$ cat src/rtl/retire_trace_buffer_if.sv
// Trace record stream from the retire buffer to its consumer (checker, bridge, debug port).
// Define RETIRE_TRACE_TIMESTAMP_EN to add the per-record cycle stamp.
interface retire_trace_buffer_if;
    logic        trace_valid;
    logic        trace_ready;
    logic [31:0] trace_pc;
    logic [31:0] trace_instr;
    logic [4:0]  trace_rd;
    logic [4:0]  trace_rs1;
    logic [4:0]  trace_rs2;
    logic [2:0]  trace_type;
    logic [31:0] trace_rd_val;
    logic [31:0] trace_rs1_val;
    logic [31:0] trace_rs2_val;
`ifdef RETIRE_TRACE_TIMESTAMP_EN
    logic [31:0] trace_cycle;
`endif

    modport master (
        output trace_valid, trace_pc, trace_instr, trace_rd, trace_rs1, trace_rs2,
               trace_type, trace_rd_val, trace_rs1_val, trace_rs2_val,
`ifdef RETIRE_TRACE_TIMESTAMP_EN
               trace_cycle,
`endif
        input  trace_ready
    );

    modport slave (
        input  trace_valid, trace_pc, trace_instr, trace_rd, trace_rs1, trace_rs2,
               trace_type, trace_rd_val, trace_rs1_val, trace_rs2_val,
`ifdef RETIRE_TRACE_TIMESTAMP_EN
               trace_cycle,
`endif
        output trace_ready
    );
endinterface

$ cat src/rtl/retire_trace_buffer.sv
// Commit-trace unit: shadows ISS->EX->MEM->WB and queues one record per retirement (RETIRE_TRACE_TIMESTAMP_EN adds cycle stamp).
// Latency: ISS reaches WB shadow after 3 enabled edges; a retired record is visible the cycle after the retire edge.
// Backpressure: DEPTH-entry FIFO drained by valid/ready; retiring into a full FIFO with no pop drops the record and sets sticky overflow.
module retire_trace_buffer #(
    parameter int DEPTH = 8
) (
    input  logic        clk,
    input  logic        reset,
    input  logic        pipe_en,
    input  logic [31:0] pc_iss,
    input  logic [31:0] instr_iss,
    input  logic [4:0]  rd_iss,
    input  logic [4:0]  rs1_iss,
    input  logic [4:0]  rs2_iss,
    input  logic        is_r_type_iss,
    input  logic        is_i_type_iss,
    input  logic        is_s_type_iss,
    input  logic        is_b_type_iss,
    input  logic        is_u_type_iss,
    input  logic        is_j_type_iss,
    input  logic        instr_retired,
    output logic [4:0]  wb_rd,
    output logic [4:0]  wb_rs1,
    output logic [4:0]  wb_rs2,
    input  logic [31:0] rf_rd_val,
    input  logic [31:0] rf_rs1_val,
    input  logic [31:0] rf_rs2_val,
    retire_trace_buffer_if.master trace,
    output logic [31:0] retire_count,
    output logic        overflow
);
    localparam int AW = $clog2(DEPTH);

    typedef struct packed {
        logic [31:0] pc;
        logic [31:0] instr;
        logic [4:0]  rd;
        logic [4:0]  rs1;
        logic [4:0]  rs2;
        logic [2:0]  ty;
    } shadow_t;

    typedef struct packed {
        shadow_t     s;
        logic [31:0] rd_val;
        logic [31:0] rs1_val;
        logic [31:0] rs2_val;
`ifdef RETIRE_TRACE_TIMESTAMP_EN
        logic [31:0] cycle;
`endif
    } rec_t;

    localparam shadow_t SHADOW_RST = '{pc: 32'd0, instr: 32'd0, rd: 5'd0, rs1: 5'd0, rs2: 5'd0, ty: 3'd7};

    shadow_t     iss, ex_q, mem_q, wb_q;
    rec_t        rec;
    rec_t        mem [DEPTH];
    logic [AW:0] wptr, rptr;
    logic        full, not_empty, pop, push;

    always_comb begin
        iss.pc    = pc_iss;
        iss.instr = instr_iss;
        iss.rd    = rd_iss;
        iss.rs1   = rs1_iss;
        iss.rs2   = rs2_iss;
        iss.ty    = 3'd7;
        if      (is_r_type_iss) iss.ty = 3'd0;
        else if (is_i_type_iss) iss.ty = 3'd1;
        else if (is_s_type_iss) iss.ty = 3'd2;
        else if (is_b_type_iss) iss.ty = 3'd3;
        else if (is_u_type_iss) iss.ty = 3'd4;
        else if (is_j_type_iss) iss.ty = 3'd5;
    end

    always_ff @(posedge clk or negedge reset) begin
        if (!reset) begin
            ex_q  <= SHADOW_RST;
            mem_q <= SHADOW_RST;
            wb_q  <= SHADOW_RST;
        end else if (pipe_en) begin
            ex_q  <= iss;
            mem_q <= ex_q;
            wb_q  <= mem_q;
        end
    end

    assign wb_rd  = wb_q.rd;
    assign wb_rs1 = wb_q.rs1;
    assign wb_rs2 = wb_q.rs2;

`ifdef RETIRE_TRACE_TIMESTAMP_EN
    logic [31:0] cycle_q;
    always_ff @(posedge clk or negedge reset) begin
        if (!reset) cycle_q <= 32'd0;
        else        cycle_q <= cycle_q + 32'd1;
    end
`endif

    // Register-file values are a combinational return for the WB indices, so they belong to this edge's record.
    always_comb begin
        rec.s       = wb_q;
        rec.rd_val  = rf_rd_val;
        rec.rs1_val = rf_rs1_val;
        rec.rs2_val = rf_rs2_val;
`ifdef RETIRE_TRACE_TIMESTAMP_EN
        rec.cycle   = cycle_q;
`endif
    end

    assign not_empty = (wptr != rptr);
    assign full      = (wptr[AW] != rptr[AW]) && (wptr[AW-1:0] == rptr[AW-1:0]);
    assign pop       = not_empty && trace.trace_ready;
    assign push      = instr_retired && (!full || pop);

    always_ff @(posedge clk or negedge reset) begin
        if (!reset) begin
            wptr         <= '0;
            rptr         <= '0;
            retire_count <= 32'd0;
            overflow     <= 1'b0;
            for (int i = 0; i < DEPTH; i++) mem[i] <= '0;
        end else begin
            if (push) begin
                mem[wptr[AW-1:0]] <= rec;
                wptr              <= wptr + (AW+1)'(1);
            end
            if (pop)                             rptr         <= rptr + (AW+1)'(1);
            if (instr_retired)                   retire_count <= retire_count + 32'd1;
            if (instr_retired && full && !pop)   overflow     <= 1'b1;
        end
    end

    assign trace.trace_valid   = not_empty;
    assign trace.trace_pc      = mem[rptr[AW-1:0]].s.pc;
    assign trace.trace_instr   = mem[rptr[AW-1:0]].s.instr;
    assign trace.trace_rd      = mem[rptr[AW-1:0]].s.rd;
    assign trace.trace_rs1     = mem[rptr[AW-1:0]].s.rs1;
    assign trace.trace_rs2     = mem[rptr[AW-1:0]].s.rs2;
    assign trace.trace_type    = mem[rptr[AW-1:0]].s.ty;
    assign trace.trace_rd_val  = mem[rptr[AW-1:0]].rd_val;
    assign trace.trace_rs1_val = mem[rptr[AW-1:0]].rs1_val;
    assign trace.trace_rs2_val = mem[rptr[AW-1:0]].rs2_val;
`ifdef RETIRE_TRACE_TIMESTAMP_EN
    assign trace.trace_cycle   = mem[rptr[AW-1:0]].cycle;
`endif
endmodule

$ cat src/flat_wrapper.sv
// flat-port wrapper written by rule: the top's interface ports become plain ports
module retire_trace_buffer_flat 
#(
    parameter int DEPTH = 8
)
  (clk, reset, pipe_en, pc_iss, instr_iss, rd_iss, rs1_iss, rs2_iss, is_r_type_iss, is_i_type_iss, is_s_type_iss, is_b_type_iss, is_u_type_iss, is_j_type_iss, instr_retired, wb_rd, wb_rs1, wb_rs2, rf_rd_val, rf_rs1_val, rf_rs2_val, retire_count, overflow, trace_trace_valid, trace_trace_pc, trace_trace_instr, trace_trace_rd, trace_trace_rs1, trace_trace_rs2, trace_trace_type, trace_trace_rd_val, trace_trace_rs1_val, trace_trace_rs2_val, trace_trace_ready);
  retire_trace_buffer_if trace_i ();
  input  logic clk;
  input  logic reset;
  input  logic pipe_en;
  input  logic [31:0] pc_iss;
  input  logic [31:0] instr_iss;
  input  logic [4:0] rd_iss;
  input  logic [4:0] rs1_iss;
  input  logic [4:0] rs2_iss;
  input  logic is_r_type_iss;
  input  logic is_i_type_iss;
  input  logic is_s_type_iss;
  input  logic is_b_type_iss;
  input  logic is_u_type_iss;
  input  logic is_j_type_iss;
  input  logic instr_retired;
  output logic [4:0] wb_rd;
  output logic [4:0] wb_rs1;
  output logic [4:0] wb_rs2;
  input  logic [31:0] rf_rd_val;
  input  logic [31:0] rf_rs1_val;
  input  logic [31:0] rf_rs2_val;
  output logic [31:0] retire_count;
  output logic overflow;
  output wire logic [$bits(trace_i.trace_valid)-1:0] trace_trace_valid;
  output wire logic [$bits(trace_i.trace_pc)-1:0] trace_trace_pc;
  output wire logic [$bits(trace_i.trace_instr)-1:0] trace_trace_instr;
  output wire logic [$bits(trace_i.trace_rd)-1:0] trace_trace_rd;
  output wire logic [$bits(trace_i.trace_rs1)-1:0] trace_trace_rs1;
  output wire logic [$bits(trace_i.trace_rs2)-1:0] trace_trace_rs2;
  output wire logic [$bits(trace_i.trace_type)-1:0] trace_trace_type;
  output wire logic [$bits(trace_i.trace_rd_val)-1:0] trace_trace_rd_val;
  output wire logic [$bits(trace_i.trace_rs1_val)-1:0] trace_trace_rs1_val;
  output wire logic [$bits(trace_i.trace_rs2_val)-1:0] trace_trace_rs2_val;
  input wire logic [$bits(trace_i.trace_ready)-1:0] trace_trace_ready;
  assign trace_trace_valid = trace_i.trace_valid;
  assign trace_trace_pc = trace_i.trace_pc;
  assign trace_trace_instr = trace_i.trace_instr;
  assign trace_trace_rd = trace_i.trace_rd;
  assign trace_trace_rs1 = trace_i.trace_rs1;
  assign trace_trace_rs2 = trace_i.trace_rs2;
  assign trace_trace_type = trace_i.trace_type;
  assign trace_trace_rd_val = trace_i.trace_rd_val;
  assign trace_trace_rs1_val = trace_i.trace_rs1_val;
  assign trace_trace_rs2_val = trace_i.trace_rs2_val;
  assign trace_i.trace_ready = trace_trace_ready;
  retire_trace_buffer #(.DEPTH(DEPTH)) u_core (.clk(clk), .reset(reset), .pipe_en(pipe_en), .pc_iss(pc_iss), .instr_iss(instr_iss), .rd_iss(rd_iss), .rs1_iss(rs1_iss), .rs2_iss(rs2_iss), .is_r_type_iss(is_r_type_iss), .is_i_type_iss(is_i_type_iss), .is_s_type_iss(is_s_type_iss), .is_b_type_iss(is_b_type_iss), .is_u_type_iss(is_u_type_iss), .is_j_type_iss(is_j_type_iss), .instr_retired(instr_retired), .wb_rd(wb_rd), .wb_rs1(wb_rs1), .wb_rs2(wb_rs2), .rf_rd_val(rf_rd_val), .rf_rs1_val(rf_rs1_val), .rf_rs2_val(rf_rs2_val), .trace(trace_i), .retire_count(retire_count), .overflow(overflow));
endmodule
$ cat config.mk
export PLATFORM = sky130hd
export DESIGN_NAME = retire_trace_buffer_flat
export DESIGN_NICKNAME = d
export VERILOG_FILES = /design/src/rtl/retire_trace_buffer_if.sv /design/src/rtl/retire_trace_buffer.sv /design/src/flat_wrapper.sv
export SDC_FILE = /design/constraint.sdc
export NUM_CORES = 2
export LEC_CHECK = 0
export ABC_CLOCK_PERIOD_IN_PS = 2200
export BUFFER_PORTS_ARGS = -buffer_cell sky130_fd_sc_hd__buf_2
export CAP_MARGIN = 20
export CORE_MARGIN = 1.5
export CORE_UTILIZATION = 40
export DETAILED_ROUTE_END_ITERATION = 10
export HOLD_SLACK_MARGIN = 0.08
export PLACE_DENSITY = 0.65
export SYNTH_ARGS = -nofsm -noshare
export SYNTH_HDL_FRONTEND = slang
export SYNTH_SLANG_ARGS = --single-unit
$ cat constraint.sdc
create_clock -name clk -period 2.2 [get_ports clk]
set_input_delay 0.22 -clock clk [delete_from_list [all_inputs] [get_ports clk]]
set_output_delay 0.22 -clock clk [all_outputs]
set_load 0.01 [all_outputs]
==> out/results.ini <==
[status]
status = complete, but fails checks
failed_checks = negative setup slack

[synth]
synth_top_area_cell = dfrtp_1
yosysMostFrequentCell = dfrtp_1
synth_seq_cells = 1711
syn-num-nets = 5106
synth_top_flop_cell = dfrtp_1
synth_area_per_cell_um2 = 14.9
ys_async_sr_fraction_pct = 100
syn_inst = 4917
synth-seq-area-share_pct = 58.5
yosysUniqueCellTypes = 37
synth_edf_count = 0
yosysWarnings = 0
yosysTopAreaCellShare_pct = 58.1
yosys-top-cells-count = 1702 x dfrtp_1, 1424 x o2bb2ai_1, 425 x mux2_2
syn_area_um2 = 73300
synthTopCellsByArea = dfrtp_1 58%, o2bb2ai_1 17%, mux4_2 11%

[detailed_routing]
firstDrtPassIters = 7
wl_per_cell_um = 26.5
post-route-drc-count = 0
drt_iter0_drc = 4141
vias_per_cell = 6.01
drt-total-wl_um = 220000
ant_nets = 0
vias = 49900

[critical_path]
critPathBufInv = 4
cp_max_fo = 9
path_cells = buf_4, buf_16, buf_8, mux4_2, mux2_2, buf_2
crit_path_start_kind = flip-flop
cp.depth = 6
criticalPathCategory = reg2out
crit_arrival_ns = 2.85
slowest_delay_ns = 0.51
crit_path_end_kind = primary output
r2r_start = u_core.rptr[0]
r2r-end = u_core.mem[82]
crit_start = u_core.rptr[0]
reg2reg_slack_ns = -0.16
rr_worst_depth = 8
critPathRequiredTime_ns = 1.98
worst_path_max_delay_cell = mux4_2
critPathTopFamily = multiplexers
endpoint = trace_trace_rd[0]

[placement]
io_buffers = 412
pre_cts_slack_ns = -0.0391
gp_congestion = 0.817
place_inst = 7647
dp_hpwl_um = 129000

[global_routing]
grt_max_degree = 139
grt_pass1_vias = 53200
track_usage_pct = 23.1
overflow = 0
top_usage_layer = met2
grt_use_met2_pct = 37.6
grt_pass1_wl_um = 332000
antenna_found_initial = 7
use_met3_pct = 3.32
globalRouteMet1Util_pct = 31.5

[clocking]
htree_num_levels = 4
path_clk_slew_ns = 0.06
root_buffer = clkbuf_16
clock_latency_ns = 0.85
cts_buffers = 179
clockBufferDepth = 3
clock_sinks = 1711
cts_tree = built

[power]
vdd_ir_drop_max_mv = 0.932
power_density_nw_per_um2 = 1610
p_leak_nw = 39.7

[floorplanning]
dieArea_um2 = 186000
std_cell_rows = 156
start_util_pct = 40.4
pin_count = 413
die_w_um = 431
core_um2 = 181000
die_y_um = 431

[timing]
hold_viol = 0
fmax_mhz = 325
slew_headroom_pct = 43.7
setup_ws_ns = -0.873
drv_slew = 0
tightest_slew_ns = 0.845
holdWs_ns = 0.146
finClkSkew_ns = 0.0362
fin_crit_sh_pct = 140
fin_crit_ns = 3.07
setup_viol = 925
rsz0062_at_grt = true

[layout]
syn2layout_area_growth_pct = 27.3
final_core_util_pct = 51.4
nets = 5963
stdcell_count = 8302
drive_gt1_share_pct = 34.6

[min_path]
hold_path.class = in2reg

[flow_run]
cap_violations = 0

## metrics by stage
| stage | power (W) | cell area (um^2) | TNS, ns |
|---|---|---|---|
| after CTS | 0.148 | 91800 | -195.64 |
| after global routing | 0.157 | 93200 | -276.18 |
| final | 0.151 | 93200 | -187.77 |
| after floorplan | 0.0868 | 73300 | 0 |
| after global placement | 0.108 | 81600 | -0.0774 |
| after detailed placement | 0.110 | 81600 | -0.267 |
## logic make-up after synthesis
logic type	synth area share, %
flip-flops	58.5
AO/OA/AOI/OAI	17.1
multiplexers	17.5
buffers and inverters	3.25
AND/OR/NAND/NOR	3.14
XOR/XNOR	0.512
adder cells (fa/ha/maj)	0.0512
## per-layer routing
metal / vias to the layer above / share of wire, %
li1: 21000 / -
met1: 26600 / 43
met2: 1934 / 48
met3: 371 / 6.0
met4: 0 / 3.2
met5: - / 0
## registers in the layout (all words and copies together), names as in the netlist
register             count
u_core.mem            1424
u_core.ex_q             82
u_core.mem_q            82
u_core.rec              67
u_core.retire_count     32
u_core.wb_rd             5
u_core.wb_rs1            5
u_core.wb_rs2            5
u_core.rptr              4
u_core.wptr              4
u_core.overflow          1
## what timing repair did
item,CTS,global route
hold buffers,233,0
gates resized for setup,165,85
pin swaps,0,2
setup buffers,16,24
hold endpoints to repair,2633,0
setup endpoints to repair,312,1274
gates cloned,12,33
## power by group
| part | switching [W] | internal [W] |
|---|---|---|
| Combinational | 0.0304 | 0.0355 |
| Sequential | 0.00741 | 0.0439 |
| Clock | 0.0134 | 0.0199 |
| Total | 0.0512 | 0.0994 |
## worst min-delay path by stage
stage,from,depth (start not counted),endpoint
after global routing,instr_iss[16],3,u_core.ex_q[34]
after floorplan,reset,0,u_core.ex_q[10]
after CTS,instr_iss[16],3,u_core.ex_q[34]
final,rs2_iss[4],3,u_core.ex_q[7]
after global placement,reset,1,u_core.mem[255]
after detailed placement,reset,1,u_core.mem[255]
## cell type report
| cell class | instances | area [um^2] |
|---|---|---|
| inverters | 5 | 18.8 |
| repair buffers | 1170 | 12300 |
| diodes | 7 | 17.5 |
| well taps | 2370 | 2970 |
| clock buffers | 268 | 5440 |
| multi-input cells | 2707 | 28500 |
| clock inverters | 64 | 1160 |
| fillers | 14700 | 88100 |
| flip-flops and latches | 1711 | 42800 |
## layout by cell type (no fill, tap or decap), types with 6 or more instances in the layout
cell type,count
bufinv_16,23
clkbuf_8,60
nand4_1,20
clkbuf_1,28
xnor2_1,31
nor2_1,11
nand3_4,8
mux2_2,340
buf_16,34
dfstp_2,9
buf_4,272
clkinv_16,6
clkbuf_16,210
buf_12,172
buf_6,79
mux2_4,85
nand2_1,195
xor2_1,9
clkinv_2,18
diode_2,7
nand2b_1,178
nand3_1,12
buf_2,341
buf_8,7
dfrtp_1,1698
o2bb2ai_1,1424
dlygate4sd3_1,232
mux4_2,356
## worst min-delay path, stage by stage
cell	delay, ns
dlygate4sd3_1	0.52
buf_2	0.10
mux2_2	0.13
(Power assumes the default switching activity.)
